===== config.mk =====
export PLATFORM = sky130hd
export DESIGN_NAME = axis_vc_demux
export DESIGN_NICKNAME = d
export VERILOG_FILES = /design/src/rtl/axis_vc_demux.sv
export SDC_FILE = /design/constraint.sdc
export NUM_CORES = 1
export LEC_CHECK = 0
export BUFFER_PORTS_ARGS = -buffer_cell sky130_fd_sc_hd__buf_2
export CORE_MARGIN = 1
export CORE_UTILIZATION = 49
export DETAILED_ROUTE_END_ITERATION = 10
export PLACE_DENSITY = 0.73
export SYNTH_ARGS = -nofsm -noshare
export SYNTH_HDL_FRONTEND = slang
export SYNTH_HIERARCHICAL = 1
export SYNTH_SLANG_ARGS = --single-unit

===== constraint.sdc =====
create_clock -name aclk -period 6.4 [get_ports aclk]
set_clock_uncertainty 0.2 [all_clocks]
set_input_delay 0.64 -clock aclk [delete_from_list [all_inputs] [get_ports aclk]]
set_output_delay 0.64 -clock aclk [all_outputs]
set_load 0.005 [all_outputs]

===== src/rtl/axis_vc_demux.sv =====
// AXI4-Stream virtual-channel demultiplexer: routes beats by tdest into per-channel
// register slices, drops unmapped beats, and optionally regenerates SOF per channel.

module axis_vc_demux_ch #(
  parameter int WIDTH       = 16,
  parameter int TUSER_WIDTH = 1,
  parameter int TDEST_WIDTH = 10,
  parameter int SOF_MODE    = 1,
  parameter int FRAME_LINES = 3104
) (
  input  logic                   aclk,
  input  logic                   aresetn,
  input  logic                   load,
  input  logic [WIDTH-1:0]       s_tdata,
  input  logic                   s_tlast,
  input  logic [TUSER_WIDTH-1:0] s_tuser,
  input  logic [TDEST_WIDTH-1:0] s_tdest,
  input  logic                   m_tready,
  output logic                   m_tvalid,
  output logic [WIDTH-1:0]       m_tdata,
  output logic                   m_tlast,
  output logic [TUSER_WIDTH-1:0] m_tuser,
  output logic [TDEST_WIDTH-1:0] m_tdest,
  output logic                   slot_free
);

  logic                   vld_q,  vld_d;
  logic [WIDTH-1:0]       data_q, data_d;
  logic                   last_q, last_d;
  logic [TUSER_WIDTH-1:0] user_q, user_d;
  logic [TDEST_WIDTH-1:0] dest_q, dest_d;
  logic [15:0]            line_q, line_d;
  logic                   pend_q, pend_d;
  logic [15:0]            base;
  logic [16:0]            nxt;
  logic [TUSER_WIDTH-1:0] user_in;

  assign slot_free = !vld_q || m_tready;

  always_comb begin
    user_in = s_tuser;
    if (SOF_MODE != 0) user_in[0] = s_tuser[0] | pend_q;
    base   = s_tuser[0] ? 16'd0 : line_q;
    nxt    = {1'b0, base} + 17'd1;
    vld_d  = vld_q;
    data_d = data_q;
    last_d = last_q;
    user_d = user_q;
    dest_d = dest_q;
    line_d = line_q;
    pend_d = pend_q;
    if (load) begin
      vld_d  = 1'b1;
      data_d = s_tdata;
      last_d = s_tlast;
      user_d = user_in;
      dest_d = s_tdest;
      pend_d = 1'b0;
      if (s_tlast) begin
        // Last line of the frame: wrap and flag the next beat as SOF.
        if (nxt == 17'(FRAME_LINES)) begin
          line_d = 16'd0;
          pend_d = 1'b1;
        end else begin
          line_d = nxt[15:0];
        end
      end else begin
        line_d = base;
      end
    end else if (m_tready) begin
      vld_d = 1'b0;
    end
  end

  always_ff @(posedge aclk) begin
    if (!aresetn) begin
      vld_q  <= 1'b0;
      data_q <= '0;
      last_q <= 1'b0;
      user_q <= '0;
      dest_q <= '0;
      line_q <= 16'd0;
      pend_q <= 1'b1;
    end else begin
      vld_q  <= vld_d;
      data_q <= data_d;
      last_q <= last_d;
      user_q <= user_d;
      dest_q <= dest_d;
      line_q <= line_d;
      pend_q <= pend_d;
    end
  end

  assign m_tvalid = vld_q;
  assign m_tdata  = data_q;
  assign m_tlast  = last_q;
  assign m_tuser  = user_q;
  assign m_tdest  = dest_q;

endmodule

module axis_vc_demux #(
  parameter int                     WIDTH       = 16,
  parameter int                     TUSER_WIDTH = 1,
  parameter int                     TDEST_WIDTH = 10,
  parameter int                     NUM_CH      = 2,
  parameter logic [TDEST_WIDTH-1:0] VC_BASE     = 10'h1e0,
  parameter int                     SOF_MODE    = 1,
  parameter int                     FRAME_LINES = 3104
) (
  input  logic                          aclk,
  input  logic                          aresetn,
  input  logic                          s_axis_tvalid,
  output logic                          s_axis_tready,
  input  logic [WIDTH-1:0]              s_axis_tdata,
  input  logic                          s_axis_tlast,
  input  logic [TUSER_WIDTH-1:0]        s_axis_tuser,
  input  logic [TDEST_WIDTH-1:0]        s_axis_tdest,
  output logic [NUM_CH-1:0]             m_axis_tvalid,
  input  logic [NUM_CH-1:0]             m_axis_tready,
  output logic [NUM_CH*WIDTH-1:0]       m_axis_tdata,
  output logic [NUM_CH-1:0]             m_axis_tlast,
  output logic [NUM_CH*TUSER_WIDTH-1:0] m_axis_tuser,
  output logic [NUM_CH*TDEST_WIDTH-1:0] m_axis_tdest,
  output logic [15:0]                   drop_cnt
);

  localparam int SELW = (NUM_CH > 1) ? $clog2(NUM_CH) : 1;
  localparam logic [TDEST_WIDTH-1:0] NCH_T = TDEST_WIDTH'(NUM_CH);

  logic [TDEST_WIDTH-1:0] diff;
  logic                   sel_hit;
  logic [SELW-1:0]        sel;
  logic [NUM_CH-1:0]      slot_free;
  logic [NUM_CH-1:0]      load;
  logic                   acc;
  logic [15:0]            drop_q, drop_d;

  // Wrapping subtract makes tdest below VC_BASE fall out of range as well.
  assign diff          = s_axis_tdest - VC_BASE;
  assign sel_hit       = diff < NCH_T;
  assign sel           = diff[SELW-1:0];
  assign s_axis_tready = sel_hit ? slot_free[sel] : 1'b1;
  assign acc           = s_axis_tvalid && s_axis_tready;

  for (genvar c = 0; c < NUM_CH; c++) begin : g_ch
    assign load[c] = acc && sel_hit && (sel == SELW'(c));

    axis_vc_demux_ch #(
      .WIDTH(WIDTH), .TUSER_WIDTH(TUSER_WIDTH), .TDEST_WIDTH(TDEST_WIDTH),
      .SOF_MODE(SOF_MODE), .FRAME_LINES(FRAME_LINES)
    ) u_ch (
      .aclk      (aclk),
      .aresetn   (aresetn),
      .load      (load[c]),
      .s_tdata   (s_axis_tdata),
      .s_tlast   (s_axis_tlast),
      .s_tuser   (s_axis_tuser),
      .s_tdest   (s_axis_tdest),
      .m_tready  (m_axis_tready[c]),
      .m_tvalid  (m_axis_tvalid[c]),
      .m_tdata   (m_axis_tdata[c*WIDTH +: WIDTH]),
      .m_tlast   (m_axis_tlast[c]),
      .m_tuser   (m_axis_tuser[c*TUSER_WIDTH +: TUSER_WIDTH]),
      .m_tdest   (m_axis_tdest[c*TDEST_WIDTH +: TDEST_WIDTH]),
      .slot_free (slot_free[c])
    );
  end

  always_comb begin
    drop_d = drop_q;
    if (acc && !sel_hit && drop_q != 16'hFFFF) drop_d = drop_q + 16'd1;
  end

  always_ff @(posedge aclk) begin
    if (!aresetn) drop_q <= 16'd0;
    else          drop_q <= drop_d;
  end

  assign drop_cnt = drop_q;

endmodule


==> impl_metrics.env, run 1 <==
export IMPL_fin_ws_ns=2.60
export IMPL_power_frac_seq=0.564
export IMPL_switching_power_uw=278
export IMPL_yosys_area_top_type="dfxtp_1"
export IMPL_gr_total_overflow=0
export IMPL_clk_latency_ns=0.37
export IMPL_initial_utilization=0.512
export IMPL_synth_edf_count=0
export IMPL_synth_avg_cell_area_um2=8.78
export IMPL_post_route_drc_count=0
export IMPL_cts_made_buffers=9
export IMPL_critical_path_max_fanout=40
export IMPL_dp_hpwl_um=8910
export IMPL_powerDensity_mw_per_mm2=203
export IMPL_die_height_um=104
export IMPL_finalInstanceArea_mm2=0.00589
export IMPL_post_cts_buffers=0
export IMPL_fin_setup_tns_ns=0
export IMPL_ant_nets=0
export IMPL_track_usage=0.241
export IMPL_io_pins=108
export IMPL_synthArstFlopShare=0
export IMPL_ctsHoldBuffers=0
export IMPL_grt_pass1_wl_um=21300
export IMPL_yosysMostFrequentCell="dfxtp_1"
export IMPL_netlist_top_cells_area="dfxtp_1, mux2i_1, nor2_1"
export IMPL_r2r_slack_ns=3.69
export IMPL_cts_sinks=108
export IMPL_worstMarginPinSlew_ns=1.09
export IMPL_crit_arrival_ns=3.91
export IMPL_wl_per_cell_um=15.9
export IMPL_required_ns=6.51
export IMPL_cts_buffer_depth=2
export IMPL_final_core_util=0.597
export IMPL_maxCapViolCount=0
export IMPL_synth_top_area_frac=0.428
export IMPL_synth_seq_area_share=0.428
export IMPL_dr_first_iter_drc_count=281
export IMPL_n_antenna_cell=0
export IMPL_period_minus_slack_ns=3.80
export IMPL_holdWs_ns=0.302
export IMPL_drv_slew=0
export IMPL_die_width_um=104
export IMPL_first_pass_iters=4
export IMPL_slew_headroom=0.274
export IMPL_core_mm2=0.00986
export IMPL_synthTopCellsByCount="dfxtp_1, nor2_1, mux2i_1"
export IMPL_synth_area_mm2=0.00505
export IMPL_synth_fp_nets=610
export IMPL_drive_gt1_frac=0.225
export IMPL_ctsRootBufferMaster="clkbuf_8"
export IMPL_internal_power_uw=918
export IMPL_cts_htree_levels=3
export IMPL_max_freq_ghz=0.263
export IMPL_place_ws_ns=2.27
export IMPL_area_delta_synth_final_pct=16.6
export IMPL_grt_pass1_vias=4366
export IMPL_syn_inst=575
export IMPL_crit_type="in -> reg"
export IMPL_post_route_period_util=0.593
export IMPL_placedInstanceArea_mm2=0.00566
export IMPL_synth_seq_cells=108
export IMPL_ys_flop_type="dfxtp_1"
export IMPL_clkTransAtPathRegs_ns=0.11
export IMPL_avgViaCountPerCell=5.83
export IMPL_antenna_found_initial=0
export IMPL_sw_frac_of_total=0.232
export IMPL_start_kind="input port"
export IMPL_synth_cell_type_count=55
export IMPL_status="finished, final reports clean"
export IMPL_row_count=36
export IMPL_cts_tree="done"
export IMPL_ir_drop_v=0.000133
export IMPL_portBuffers=107
export IMPL_rsz0062_at_grt="no"
export IMPL_ys_warn_count=6
export IMPL_ctsResizeCount=0
export IMPL_gp_congestion=0.872
export IMPL_wl_um=12800
export IMPL_nNetsFinal=702
export IMPL_hold_class="reg -> reg"
export IMPL_grt_max_degree=43
export IMPL_worstSetupEndpointType="register"
export IMPL_p_leak_nw=2.33
export IMPL_vias=4696
export IMPL_fillers=890
export IMPL_finalHoldViolCount=0
export IMPL_pwr_share_clk=0.393
export IMPL_final_setup_viol_count=0
export IMPL_pwr_share_comb=0.043
export IMPL_die_area_mm2=0.0107
metrics by stage:
step,power [mW],std cells
2_1_floorplan,0.715,575
3_3_place_gp,0.739,789
3_5_place_dp,0.741,789
4_1_cts,1.21,805
5_1_grt,1.24,805
6_report,1.20,805
state kept, by name (all words and copies together), names as in the netlist:
| name | cells |
|---|---|
| g_ch.u_ch/m_tuser | 2 |
| g_ch.u_ch/line_q | 32 |
| g_ch.u_ch/pend_q | 2 |
| g_ch.u_ch/m_tvalid | 2 |
| g_ch.u_ch/m_tdest | 20 |
| drop_cnt | 16 |
| g_ch.u_ch/m_tdata | 32 |
| g_ch.u_ch/m_tlast | 2 |
power by group through the flow:
stage | logic (mW) | registers [mW] | clock network (mW)
finish | 0.0517 | 0.674 | 0.470
global route | 0.0566 | 0.675 | 0.512
CTS | 0.0514 | 0.674 | 0.484
detailed placement | 0.0513 | 0.690 | 0
global placement | 0.0499 | 0.690 | 0
floorplan | 0.0252 | 0.690 | 0
worst max-delay path, stage by stage:
cell,delay (ns)
buf_2,0.12
ha_1,0.30
nor4_2,0.41
nand3_1,0.26
nand2_1,0.17
and4b_2,0.98
inv_1,0.38
nor3_1,0.29
a21oi_1,0.08
o2bb2ai_1,0.13
and2_1,0.14
metal layers:
metal | global-route usage | up-vias | share of wire | wire length, um
li1 | - | 2262 | - | -
met1 | 0.314 | 2248 | 0.44 | 5670
met2 | 0.391 | 165 | 0.48 | 6140
met3 | 0.0422 | 21 | 0.056 | 724
met4 | 0.110 | 0 | 0.023 | 297
met5 | 0 | - | 0 | 0
path summary, 6_finish.rpt:
kind | end | from | depth (start not counted)
max | g_ch[0].u_ch/line_q[1] | s_axis_tdest[5] | 11
max reg2reg | g_ch[0].u_ch/line_q[1] | g_ch[0].u_ch/m_tvalid | 7
min | g_ch[0].u_ch/m_tdata[2] | g_ch[0].u_ch/m_tdata[2] | 2
min reg2reg | g_ch[0].u_ch/m_tdata[2] | g_ch[0].u_ch/m_tdata[2] | 2
kinds of logic after synthesis:
logic type	share of synthesized area
and+or+nand+nor	0.249
AOI/OAI and AO/OA	0.163
DFF	0.428
muxes	0.115
buffers and inverters	0.0354
xor gates and xnor gates	0.00347
adders and majority gates	0.00495
final cells by class:
cell class                      instances  area (um2)  area share
Inverter                               15        56.3     0.00956
Timing Repair Buffer                  110         558      0.0948
Multi-Input combinational cell        423        2720       0.462
Clock inverter                          6         100      0.0170
Sequential cell                       108        2160       0.367
Tap cell                              133         166      0.0283
Clock buffer                           10         128      0.0217
cells in the final DEF, fill, tap and decap left out, drive strengths merged, types with 3 or more instances in the layout:
master and instances:
o31ai 14, nand2 33, clkbuf 10, o211ai 3, o41ai 3, mux2i 56
buf 110, nand2b 4, a22oi 10, nand4 13, and3 6, and2 10
nor2 97, a21o 5, and4 3, nor4 14, or4 10, a21oi 43
or2 4, dfxtp 108, o21ai 27, nand3 19, inv 19, nor3 13
No activity file was read; power rests on OpenSTA's default activity.
==> inputs of run 2 (changes only) <==
- clock period: 6.4 -> 3.74 ns (I/O delays scaled with it)
==> impl_metrics.env, run 2 (synthesis results as in run 1) <==
export IMPL_total_power_mw=1.95
export IMPL_clkTransAtPathRegs_ns=0.10
export IMPL_place_inst=793
export IMPL_gp_congestion=0.869
export IMPL_worstSetupEndpointType="register"
export IMPL_cts_buffer_depth=2
export IMPL_final_setup_viol_count=0
export IMPL_gr_total_overflow=0
export IMPL_cts_tree="done"
export IMPL_die_height_um=104
export IMPL_n_antenna_cell=0
export IMPL_portBuffers=107
export IMPL_area_delta_synth_final_pct=16.8
export IMPL_vias=4647
export IMPL_grt_pass1_vias=4426
export IMPL_die_area_mm2=0.0107
export IMPL_core_mm2=0.00986
export IMPL_slew_headroom=0.528
export IMPL_grt_max_degree=29
export IMPL_grt_pass1_wl_um=20700
export IMPL_dp_hpwl_um=8890
export IMPL_post_cts_buffers=0
export IMPL_fin_ws_ns=0.969
export IMPL_critical_path_max_fanout=13
export IMPL_status="finished, final reports clean"
export IMPL_crit_arrival_ns=2.90
export IMPL_powerDensity_mw_per_mm2=331
export IMPL_max_freq_ghz=0.361
export IMPL_layout_cells_most_common="dfxtp_1"
export IMPL_antenna_found_initial=0
export IMPL_cts_made_buffers=9
export IMPL_maxCapViolCount=0
export IMPL_wl_um=12400
export IMPL_layout_common_cells="dfxtp_1, buf_2, nor2_1"
export IMPL_dr_first_iter_drc_count=201
export IMPL_fin_setup_tns_ns=0
export IMPL_fillers=889
export IMPL_ctsResizeCount=0
export IMPL_finalHoldViolCount=0
export IMPL_cts_sinks=108
export IMPL_cts_htree_levels=3
export IMPL_layout_cells_non_filler=809
export IMPL_first_pass_iters=5
export IMPL_clk_latency_ns=0.37
export IMPL_drv_slew=0
export IMPL_initial_utilization=0.512
export IMPL_row_count=36
export IMPL_crit_type="in -> reg"
export IMPL_drive_gt1_frac=0.229
export IMPL_finalInstanceArea_mm2=0.00590
export IMPL_reg2reg_depth=6
export IMPL_ir_drop_v=0.000232
export IMPL_track_usage=0.234
export IMPL_rsz0062_at_grt="no"
export IMPL_start_kind="input port"
export IMPL_nNetsFinal=706
export IMPL_final_core_util=0.598
export IMPL_worstMarginPinSlew_ns=0.702
export IMPL_post_route_period_util=0.741
export IMPL_holdWs_ns=0.0557
export IMPL_avgViaCountPerCell=5.74
export IMPL_holdPathStages=3
export IMPL_hold_class="in -> reg"
export IMPL_die_width_um=104
export IMPL_period_minus_slack_ns=2.77
export IMPL_placedInstanceArea_mm2=0.00570
export IMPL_place_ws_ns=0.560
export IMPL_ant_nets=0
export IMPL_post_route_drc_count=0
export IMPL_ctsHoldBuffers=0
export IMPL_io_pins=108
export IMPL_wl_per_cell_um=15.3
export IMPL_p_leak_nw=2.34
export IMPL_required_ns=3.87
export IMPL_ctsRootBufferMaster="clkbuf_8"
run 2: critical path, cell delays in order:
cell	delay, ns
buf_2	0.12
ha_1	0.30
nor4_2	0.42
nand3_1	0.26
nand2_1	0.18
and4b_2	0.44
inv_1	0.23
nor3_1	0.23
a21oi_1	0.07
o2bb2ai_1	0.14
and2_1	0.13
run 2: final cells by class:
class | count | area, um2 | area share
multi-input cells | 423 | 2720 | 0.461
inverters | 15 | 56.3 | 0.00954
well taps | 133 | 166 | 0.0282
clock inverters | 6 | 70.1 | 0.0119
flip-flops and latches | 108 | 2160 | 0.366
repair buffers | 114 | 601 | 0.102
clock buffers | 10 | 128 | 0.0216
run 2: power by group:
part	internal, mW	leakage, nW	switching [mW]	total (mW)
clock	0.316	0.0948	0.397	0.713
combinational	0.0278	1.37	0.0601	0.0879
sequential	1.15	0.870	0.00244	1.15
total	1.49	2.34	0.460	1.95
run 2: per-layer routing:
metal	routed length, um	global-route usage
met3	605	0.0566
met5	0	0
met2	6250	0.412
met4	131	0.0766
met1	5420	0.278
run 2: worst paths after layout:
check	start	endpoint	slack [ns]
setup / recovery	s_axis_tdest[5]	g_ch[0].u_ch/line_q[1]	0.97
hold / removal	s_axis_tdata[1]	g_ch[1].u_ch/m_tdata[1]	0.06
setup reg to reg	g_ch[1].u_ch/line_q[8]	g_ch[1].u_ch/line_q[10]	1.12
hold reg to reg	g_ch[0].u_ch/m_tdata[6]	g_ch[0].u_ch/m_tdata[6]	0.30
==> inputs of run 3 (changes only) <==
- clock period: 3.74 -> 2.6 ns (I/O delays scaled with it)
==> impl_metrics.env, run 3 (synthesis results as in run 1) <==
export IMPL_die_width_um=104
export IMPL_worstMarginPinSlew_ns=0.547
export IMPL_cts_htree_levels=3
export IMPL_fin_setup_tns_ns=0
export IMPL_post_route_period_util=0.990
export IMPL_area_delta_synth_final_pct=27.7
export IMPL_crit_chain="nand4_2 > nor4_2 > mux2_2 > a2111oi_4 > buf_4 > o31ai_1 > a21o_1"
export IMPL_nNetsFinal=765
export IMPL_portBuffers=107
export IMPL_post_route_drc_count=0
export IMPL_vias=4952
export IMPL_wl_um=13700
export IMPL_holdWs_ns=0.0296
export IMPL_clk_latency_ns=0.38
export IMPL_cp_slowest_cell="dfxtp_1"
export IMPL_ir_drop_v=0.000276
export IMPL_max_freq_ghz=0.388
export IMPL_cts_buffer_depth=2
export IMPL_hold_class="in -> reg"
export IMPL_n_antenna_cell=0
export IMPL_io_pins=108
export IMPL_row_count=36
export IMPL_dp_hpwl_um=9450
export IMPL_grt_pass1_vias=4701
export IMPL_cts_sinks=108
export IMPL_layout_common_cells="dfxtp_1, buf_2, nor2_1"
export IMPL_initial_utilization=0.512
export IMPL_gp_congestion=0.899
export IMPL_p_leak_nw=2.62
export IMPL_status="finished, final reports clean"
export IMPL_place_ws_ns=-0.0947
export IMPL_fin_ws_ns=0.0255
export IMPL_rsz0062_at_grt="yes"
export IMPL_layout_cells_most_common="dfxtp_1"
export IMPL_grt_pass1_wl_um=22600
export IMPL_core_mm2=0.00986
export IMPL_place_inst=825
export IMPL_crit_type="reg -> reg"
export IMPL_avgViaCountPerCell=5.71
export IMPL_finalHoldViolCount=0
export IMPL_cts_made_buffers=9
export IMPL_drv_slew=0
export IMPL_drive_gt1_frac=0.270
export IMPL_slew_headroom=0.632
export IMPL_powerDensity_mw_per_mm2=429
export IMPL_wl_per_cell_um=15.7
export IMPL_ctsRootBufferMaster="clkbuf_8"
export IMPL_cts_tree="done"
export IMPL_final_setup_viol_count=0
export IMPL_dr_first_iter_drc_count=269
export IMPL_required_ns=2.67
export IMPL_crit_arrival_ns=2.65
export IMPL_clkTransAtPathRegs_ns=0.10
export IMPL_crit_path_max_incr_delay_ns=0.46
export IMPL_ant_nets=0
export IMPL_period_minus_slack_ns=2.57
export IMPL_worstSetupEndpointType="register"
export IMPL_antenna_found_initial=0
export IMPL_first_pass_iters=5
export IMPL_layout_cells_non_filler=867
export IMPL_start_kind="register"
export IMPL_gr_total_overflow=0
export IMPL_die_area_mm2=0.0107
export IMPL_grt_max_degree=37
export IMPL_maxCapViolCount=0
export IMPL_track_usage=0.255
export IMPL_critical_path_max_fanout=6
export IMPL_die_height_um=104
-- run 3: changes by cell type in the layout (fill, tap and decap cells not counted), moves of 2 or more --
cell	before	now
nand2_2	2	5
buf_4	6	39
nor4_2	2	4
dlygate4sd3_1	0	23
buf_12	1	3
nor4_1	12	9
nand2_1	31	28
-- run 3: worst max-delay path: cells and delay by family (launching register included) --
kind / cells / cell delay, ns
flops: 1 / 0.46
compound gates: 3 / 0.53
buf+inv: 1 / 0.20
mux: 1 / 0.41
simple gates: 2 / 0.67
-- run 3: path summary, 6_finish.rpt --
check / start / end / slack [ns] / depth (start not counted)
setup / recovery: g_ch[0].u_ch/line_q[5] / g_ch[0].u_ch/line_q[10] / 0.03 / 7
hold / removal: s_axis_tdest[0] / g_ch[0].u_ch/m_tdest[0] / 0.03 / 3
setup reg to reg: g_ch[0].u_ch/line_q[5] / g_ch[0].u_ch/line_q[10] / 0.03 / 7
hold reg to reg: g_ch[1].u_ch/m_tdata[5] / g_ch[1].u_ch/m_tdata[5] / 0.29 / 2
-- run 3: final cells by class --
type,count,area [um2]
inverters,15,60.1
multi-input cells,423,2760
well taps,133,166
clock inverters,4,33.8
repair buffers,173,1130
fillers,826,3410
clock buffers,11,141
flip-flops and latches,108,2160
-- run 3: per-layer routing --
layer  global-route usage  part of all wire
met1                0.314              0.42
met4               0.0911             0.019
met2                0.436              0.49
met5                    0                 0
met3               0.0592             0.066
-- run 3: what timing repair did --
action	CTS	global route
hold buffers	23	0
buffers inserted	0	4
setup endpoints to repair	1	17
gates resized for setup	1	9
pin swaps	0	2
hold endpoints to repair	45	0
-- run 3: through the flow --
stage	util	instance area, um2	total power, mW
finish	0.654	6450	2.77
floorplan	-	5070	1.76
CTS	0.648	6390	2.79
global placement	0.606	5980	1.83
detailed placement	0.606	5980	1.83
global route	0.654	6450	2.88
-- run 3: report_power, final --
group / switching, mW / internal, mW / leakage (nW)
Combinational: 0.0974 / 0.0686 / 1.66
Clock: 0.565 / 0.381 / 0.0917
Sequential: 0.00362 / 1.66 / 0.870
Total: 0.666 / 2.10 / 2.62
